**config.mk**
```make
export PLATFORM = sky130hd
export DESIGN_NAME = plru_state_engine
export DESIGN_NICKNAME = d
export VERILOG_FILES = /design/src/rtl/plru_state_engine.sv
export SDC_FILE = /design/constraint.sdc
export NUM_CORES = 2
export LEC_CHECK = 0
export ABC_AREA = 1
export BUFFER_PORTS_ARGS = -buffer_cell sky130_fd_sc_hd__buf_2
export CAP_MARGIN = 20
export CORE_ASPECT_RATIO = 0.75
export CORE_MARGIN = 8
export CORE_UTILIZATION = 55
export CTS_BUF_LIST = sky130_fd_sc_hd__clkbuf_8
export CTS_CLUSTER_DIAMETER = 80
export DETAILED_ROUTE_END_ITERATION = 10
export PLACE_DENSITY = 0.71
export SYNTH_ARGS = -nofsm -noshare
export SYNTH_HDL_FRONTEND = slang
export SYNTH_SLANG_ARGS = --single-unit
```
**constraint.sdc**
```tcl
create_clock -name clk -period 46 [get_ports clk]
set_input_delay 9.2 -clock clk [delete_from_list [all_inputs] [get_ports clk]]
set_output_delay 9.2 -clock clk [all_outputs]
set_load 0.01 [all_outputs]
```
**src/rtl/plru_state_engine.sv**
```systemverilog
// plru_state_engine
//   Owns the tree-PLRU replacement state for every set of the LLC and
//   applies one request at a time (TOUCH / VICTIM / FILL / CLEAR) to the
//   addressed set. Each request walks IDLE -> CALC -> RESP, producing exactly
//   one registered response.
//
// Ports
//   clk, rst          rising-edge clock, asynchronous active-high reset
//   req_valid/ready   request handshake (accepted when both are high)
//   req_op            00 TOUCH, 01 VICTIM, 10 FILL, 11 CLEAR
//   req_set           target set index
//   req_way           accessed way (TOUCH only)
//   resp_valid/ready  response handshake
//   resp_way          touched way, victim way, or 0 for CLEAR
//   resp_op           opcode of the request being answered
module plru_state_engine #(
    parameter int N_WAY = 16,
    parameter int N_SET = 64,
    parameter int WAY_W = $clog2(N_WAY),
    parameter int SET_W = $clog2(N_SET)
) (
    input  logic             clk,
    input  logic             rst,
    input  logic             req_valid,
    output logic             req_ready,
    input  logic [1:0]       req_op,
    input  logic [SET_W-1:0] req_set,
    input  logic [WAY_W-1:0] req_way,
    output logic             resp_valid,
    input  logic             resp_ready,
    output logic [WAY_W-1:0] resp_way,
    output logic [1:0]       resp_op
);

    localparam int NODES = N_WAY - 1;

    localparam logic [1:0] OP_TOUCH  = 2'b00;
    localparam logic [1:0] OP_VICTIM = 2'b01;
    localparam logic [1:0] OP_FILL   = 2'b10;

    typedef enum logic [1:0] {
        IDLE,
        CALC,
        RESP
    } state_t;

    state_t state;
    state_t state_nxt;

    // Node 0 is the root; children of node n are 2n+1 (way bit 0) and 2n+2.
    logic [NODES-1:0] plru_mem [N_SET];

    logic [1:0]       op_p0;
    logic [SET_W-1:0] set_p0;
    logic [WAY_W-1:0] way_p0;

    logic [NODES-1:0] cur_bits;
    logic [NODES-1:0] nxt_bits;
    logic [WAY_W-1:0] victim;
    logic [WAY_W-1:0] resp_way_nxt;

    // Follow the side each node bit does NOT point to; bits point toward MRU.
    function automatic logic [WAY_W-1:0] plru_victim(input logic [NODES-1:0] bits);
        logic [WAY_W-1:0] v;
        int               node;
        v    = '0;
        node = 0;
        for (int lvl = 0; lvl < WAY_W; lvl++) begin
            v[WAY_W-1-lvl] = ~bits[node];
            node = 2 * node + 1 + (bits[node] ? 0 : 1);
        end
        return v;
    endfunction

    // Point every node on way w's path toward w; other nodes keep their value.
    function automatic logic [NODES-1:0] plru_update(input logic [NODES-1:0] bits,
                                                     input logic [WAY_W-1:0] w);
        logic [NODES-1:0] b;
        int               node;
        b    = bits;
        node = 0;
        for (int lvl = 0; lvl < WAY_W; lvl++) begin
            b[node] = w[WAY_W-1-lvl];
            node = 2 * node + 1 + (w[WAY_W-1-lvl] ? 1 : 0);
        end
        return b;
    endfunction

    // ---- stage p0: request latched at acceptance ----
    always_ff @(posedge clk) begin
        if (state == IDLE && req_valid) begin
            op_p0  <= req_op;
            set_p0 <= req_set;
            way_p0 <= req_way;
        end
    end

    // ---- CALC: read-modify of the latched set ----
    always_comb begin
        cur_bits     = plru_mem[set_p0];
        victim       = plru_victim(cur_bits);
        nxt_bits     = cur_bits;
        resp_way_nxt = victim;
        case (op_p0)
            OP_TOUCH: begin
                nxt_bits     = plru_update(cur_bits, way_p0);
                resp_way_nxt = way_p0;
            end
            OP_VICTIM: begin
                nxt_bits = cur_bits;
            end
            OP_FILL: begin
                // Victim comes from the pre-update bits, then becomes MRU.
                nxt_bits = plru_update(cur_bits, victim);
            end
            default: begin
                nxt_bits     = '0;
                resp_way_nxt = '0;
            end
        endcase
    end

    always_ff @(posedge clk or posedge rst) begin
        if (rst) begin
            for (int s = 0; s < N_SET; s++) begin
                plru_mem[s] <= '0;
            end
        end else if (state == CALC) begin
            plru_mem[set_p0] <= nxt_bits;
        end
    end

    // ---- RESP: registered response, held until consumed ----
    always_ff @(posedge clk or posedge rst) begin
        if (rst) begin
            resp_way <= '0;
            resp_op  <= '0;
        end else if (state == CALC) begin
            resp_way <= resp_way_nxt;
            resp_op  <= op_p0;
        end
    end

    always_ff @(posedge clk or posedge rst) begin
        if (rst) begin
            state <= IDLE;
        end else begin
            state <= state_nxt;
        end
    end

    always_comb begin
        state_nxt  = state;
        req_ready  = 1'b0;
        resp_valid = 1'b0;
        case (state)
            IDLE: begin
                req_ready = 1'b1;
                if (req_valid) begin
                    state_nxt = CALC;
                end
            end
            CALC: begin
                state_nxt = RESP;
            end
            RESP: begin
                resp_valid = 1'b1;
                if (resp_ready) begin
                    state_nxt = IDLE;
                end
            end
            default: begin
                state_nxt = IDLE;
            end
        endcase
    end

endmodule
```
==> flow_metrics.py <==
metrics = {
    "layout": {
        "layout-drive-gt1-share_pct": 7.54,
        "area_delta_synth_final_pct": 6.92,
        "seq_area_um2": 24600,
        "finalNetCount": 6075,
        "fin_util_pct": 59.0,
        "multi_input_area_um2": 20300,
        "fillers": 7856,
    },
    "yosys": {
        "mappedNetlistArea_um2": 48100,
        "post-synth-top-area-cell": "dfrtp_1",
        "async_reset_ff_share_pct": 98.8,
        "synthesis.nets": 6211,
        "synth.most_common_cell": "nand2_1",
        "ys_seq_area_share_pct": 51.1,
        "syn_inst": 6177,
        "synth_seq_cells": 980,
        "synth_top_area_share_pct": 50.4,
        "ys_warn_count": 0,
        "ys_types": 52,
        "syn_avg_cell_area_um2": 7.78,
        "synth_commonest_cells": "nand2_1 (2,658), dfrtp_1 (968), nand3_1 (809)",
        "synth_edf_count": 12,
        "ys.flop_type": "dfrtp_1",
        "yosys-top-cells-area": "dfrtp_1 (50%), nand2_1 (21%), nand3_1 (8.4%)",
    },
    "route": {
        "drt_iter0_markers": 7503,
        "routed_wl_um": 167000,
        "route.detailed.drc": 0,
        "dr.pass1.iters": 6,
        "post_drt_wl_per_cell_um": 22.8,
        "vias": 44600,
        "drtAntennaViolNets": 0,
        "vias_per_cell": 6.11,
    },
    "sta": {
        "fin_crit_ns": 12.30,
        "fin_skew_ns": 0.0441,
        "rsz0062_at_grt": "false",
        "tightestPinTransition_ns": 1.16,
        "drv_slew": 0,
        "tns_ns": 0,
        "setup_viol": 0,
        "max_slew_margin_pct": 22.3,
        "clock.fmax_ghz": 0.0813,
        "finalCritPeriodShare_pct": 26.7,
        "hold_viol": 0,
    },
    "clock_tree": {
        "cts.sinks": 980,
        "cts_tree": "done",
        "htreeDepth": 4,
        "clock_path_buffers": 3,
        "postCtsHoldBufs": 0,
        "cts.clk_slew.worst_paths_ns": 0.06,
        "cts_resized": 0,
        "cts_made_buffers": 153,
        "clk_latency_ns": 0.88,
        "cts_setup_buffers": 0,
        "cts_root_buffer": "clkbuf_8",
    },
    "setup_path": {
        "critPathKind": "input pin to asynchronous set/reset pin",
        "r2r-start": "set_p0[1]",
        "crit_start": "rst",
        "cp_data_arrival_time_ns": 13.13,
        "required_ns": 46.83,
        "cp-start-kind": "input pin",
        "endpoint_kind": "asynchronous set/reset pin",
        "reg2regPathDepth": 31,
        "path_max_fanout": 166,
    },
    "placed_design": {
        "io_buffers": 23,
        "place_congestion": 0.924,
        "place_hpwl_um": 95000,
    },
    "outcome": {
        "outcome": "complete, no violations",
    },
    "global_route": {
        "grt_pass1_wl_um": 255000,
        "antenna_found_initial": 4,
        "grt_start_max_net_pins": 216,
        "grt_pass1_vias": 41800,
        "grt_usage_pct": 33.8,
        "grt_overflow": 0,
    },
    "floorplanning": {
        "core_um2": 87200,
        "rows": 94,
        "die_w_um": 357,
        "io-pin-count": 24,
        "dieArea_um2": 97200,
        "start_util_pct": 55.2,
        "die_y_um": 272,
    },
    "min_path": {
        "worstHoldPathType": "flop to flop",
        "hold_depth": 2,
        "min_from": "plru_mem[388]",
    },
    "power_and_ir_drop": {
        "pwr_density_cell_nw_per_um2": 45.3,
        "peakVddDrop_uv": 35.3,
        "leakagePower_uw": 0.0275,
    },
    "run": {
        "cap_viol_max_count": 0,
    },
}
power by group:
group	leakage [uW]	total, uW	internal [uW]	switching, uW
sequential	0.0136	986	941	45.5
clock	0.00178	763	399	364
combinational	0.0121	582	124	458
total	0.0275	2330	1460	868
placed cells by master, fill, tap and decap left out, types with 12 or more instances in the layout:
cell | Yosys | routed
nand2_1 | 2658 | 2656
a21oi_1 | 40 | 40
inv_1 | 136 | 185
o21ai_1 | 42 | 41
o22ai_1 | 61 | 61
edfxtp_1 | 12 | 12
nor3_1 | 46 | 40
o21ai_0 | 259 | 259
nand2_4 | 14 | 14
clkinv_1 | 65 | 65
a221oi_1 | 48 | 48
o211ai_1 | 13 | 13
clkbuf_8 | 0 | 197
a22o_1 | 19 | 19
ha_1 | 18 | 18
inv_2 | 12 | 12
nor2_1 | 287 | 285
nand2_2 | 27 | 29
buf_4 | 44 | 123
buf_2 | 71 | 24
nand3_1 | 809 | 809
dfrtp_1 | 968 | 968
nand4_1 | 63 | 63
a22oi_1 | 73 | 73
layout make-up:
cell class / instances / area share (%)
sequential: 980 / 47.8
multi-input combinational: 4539 / 39.4
clock buffer: 197 / 5.27
tap: 1152 / 2.80
timing repair buffer: 154 / 2.30
inverter: 213 / 1.59
clock inverter: 70 / 0.754
antenna: 6 / 0.0292
final timing paths:
kind                                 end  slack (ns)
min reg2reg                plru_mem[388]        0.48
max in group clk              resp_valid       35.18
max reg2reg                plru_mem[438]       37.95
min                        plru_mem[388]        0.48
min in group asynchronous  plru_mem[375]        8.47
max                         plru_mem[61]       33.70
registers in the layout (all words and copies together) (netlist names):
| register | cells |
|---|---|
| way_p0 | 4 |
| plru_mem | 960 |
| set_p0 | 6 |
| resp_op | 2 |
| op_p0 | 2 |
| state | 2 |
| resp_way | 4 |
per-layer routing:
layer | track usage [%] | part of all wire [%] | wire length [um] | up-vias
met5 | 0.250 | 0 | 0 | -
met1 | 47.9 | 40 | 67100 | 21500
met2 | 47.5 | 42 | 69500 | 2963
li1 | - | - | - | 19700
met3 | 10.3 | 14 | 22600 | 490
met4 | 15.2 | 4.5 | 7510 | 0
kinds of logic (layout without fill, tap and decap cells):
kind of cell | after synthesis | in the layout | share of synthesized area (%)
simple gates | 3937 | 3937 | 34.1
buf+inv | 658 | 634 | 6.88
flops | 980 | 980 | 51.1
other cells | 0 | 6 | 0
xor+xnor | 2 | 2 | 0.0364
fa+ha+maj | 18 | 18 | 0.468
compound gates | 582 | 582 | 7.40
worst max-delay path: stages:
cell and delay (ns):
buf_2 0.13, inv_8 0.54, buf_12 0.70, buf_4 0.70, buf_4 0.75, buf_4 0.87
per-stage QoR:
step	hold WS, ns	power [uW]	area, um^2	std cells	setup WS, ns
2_1_floorplan	0.444	1400	48100	6177	9.57
3_3_place_gp	0.459	1550	48200	7030	32.56
3_5_place_dp	0.461	1560	48200	7031	32.58
4_1_cts	0.478	2310	51300	7298	33.49
5_1_grt	0.489	2420	51400	7310	33.00
6_report	0.477	2330	51400	7311	33.70
No activity file was read; power rests on OpenSTA's default activity.
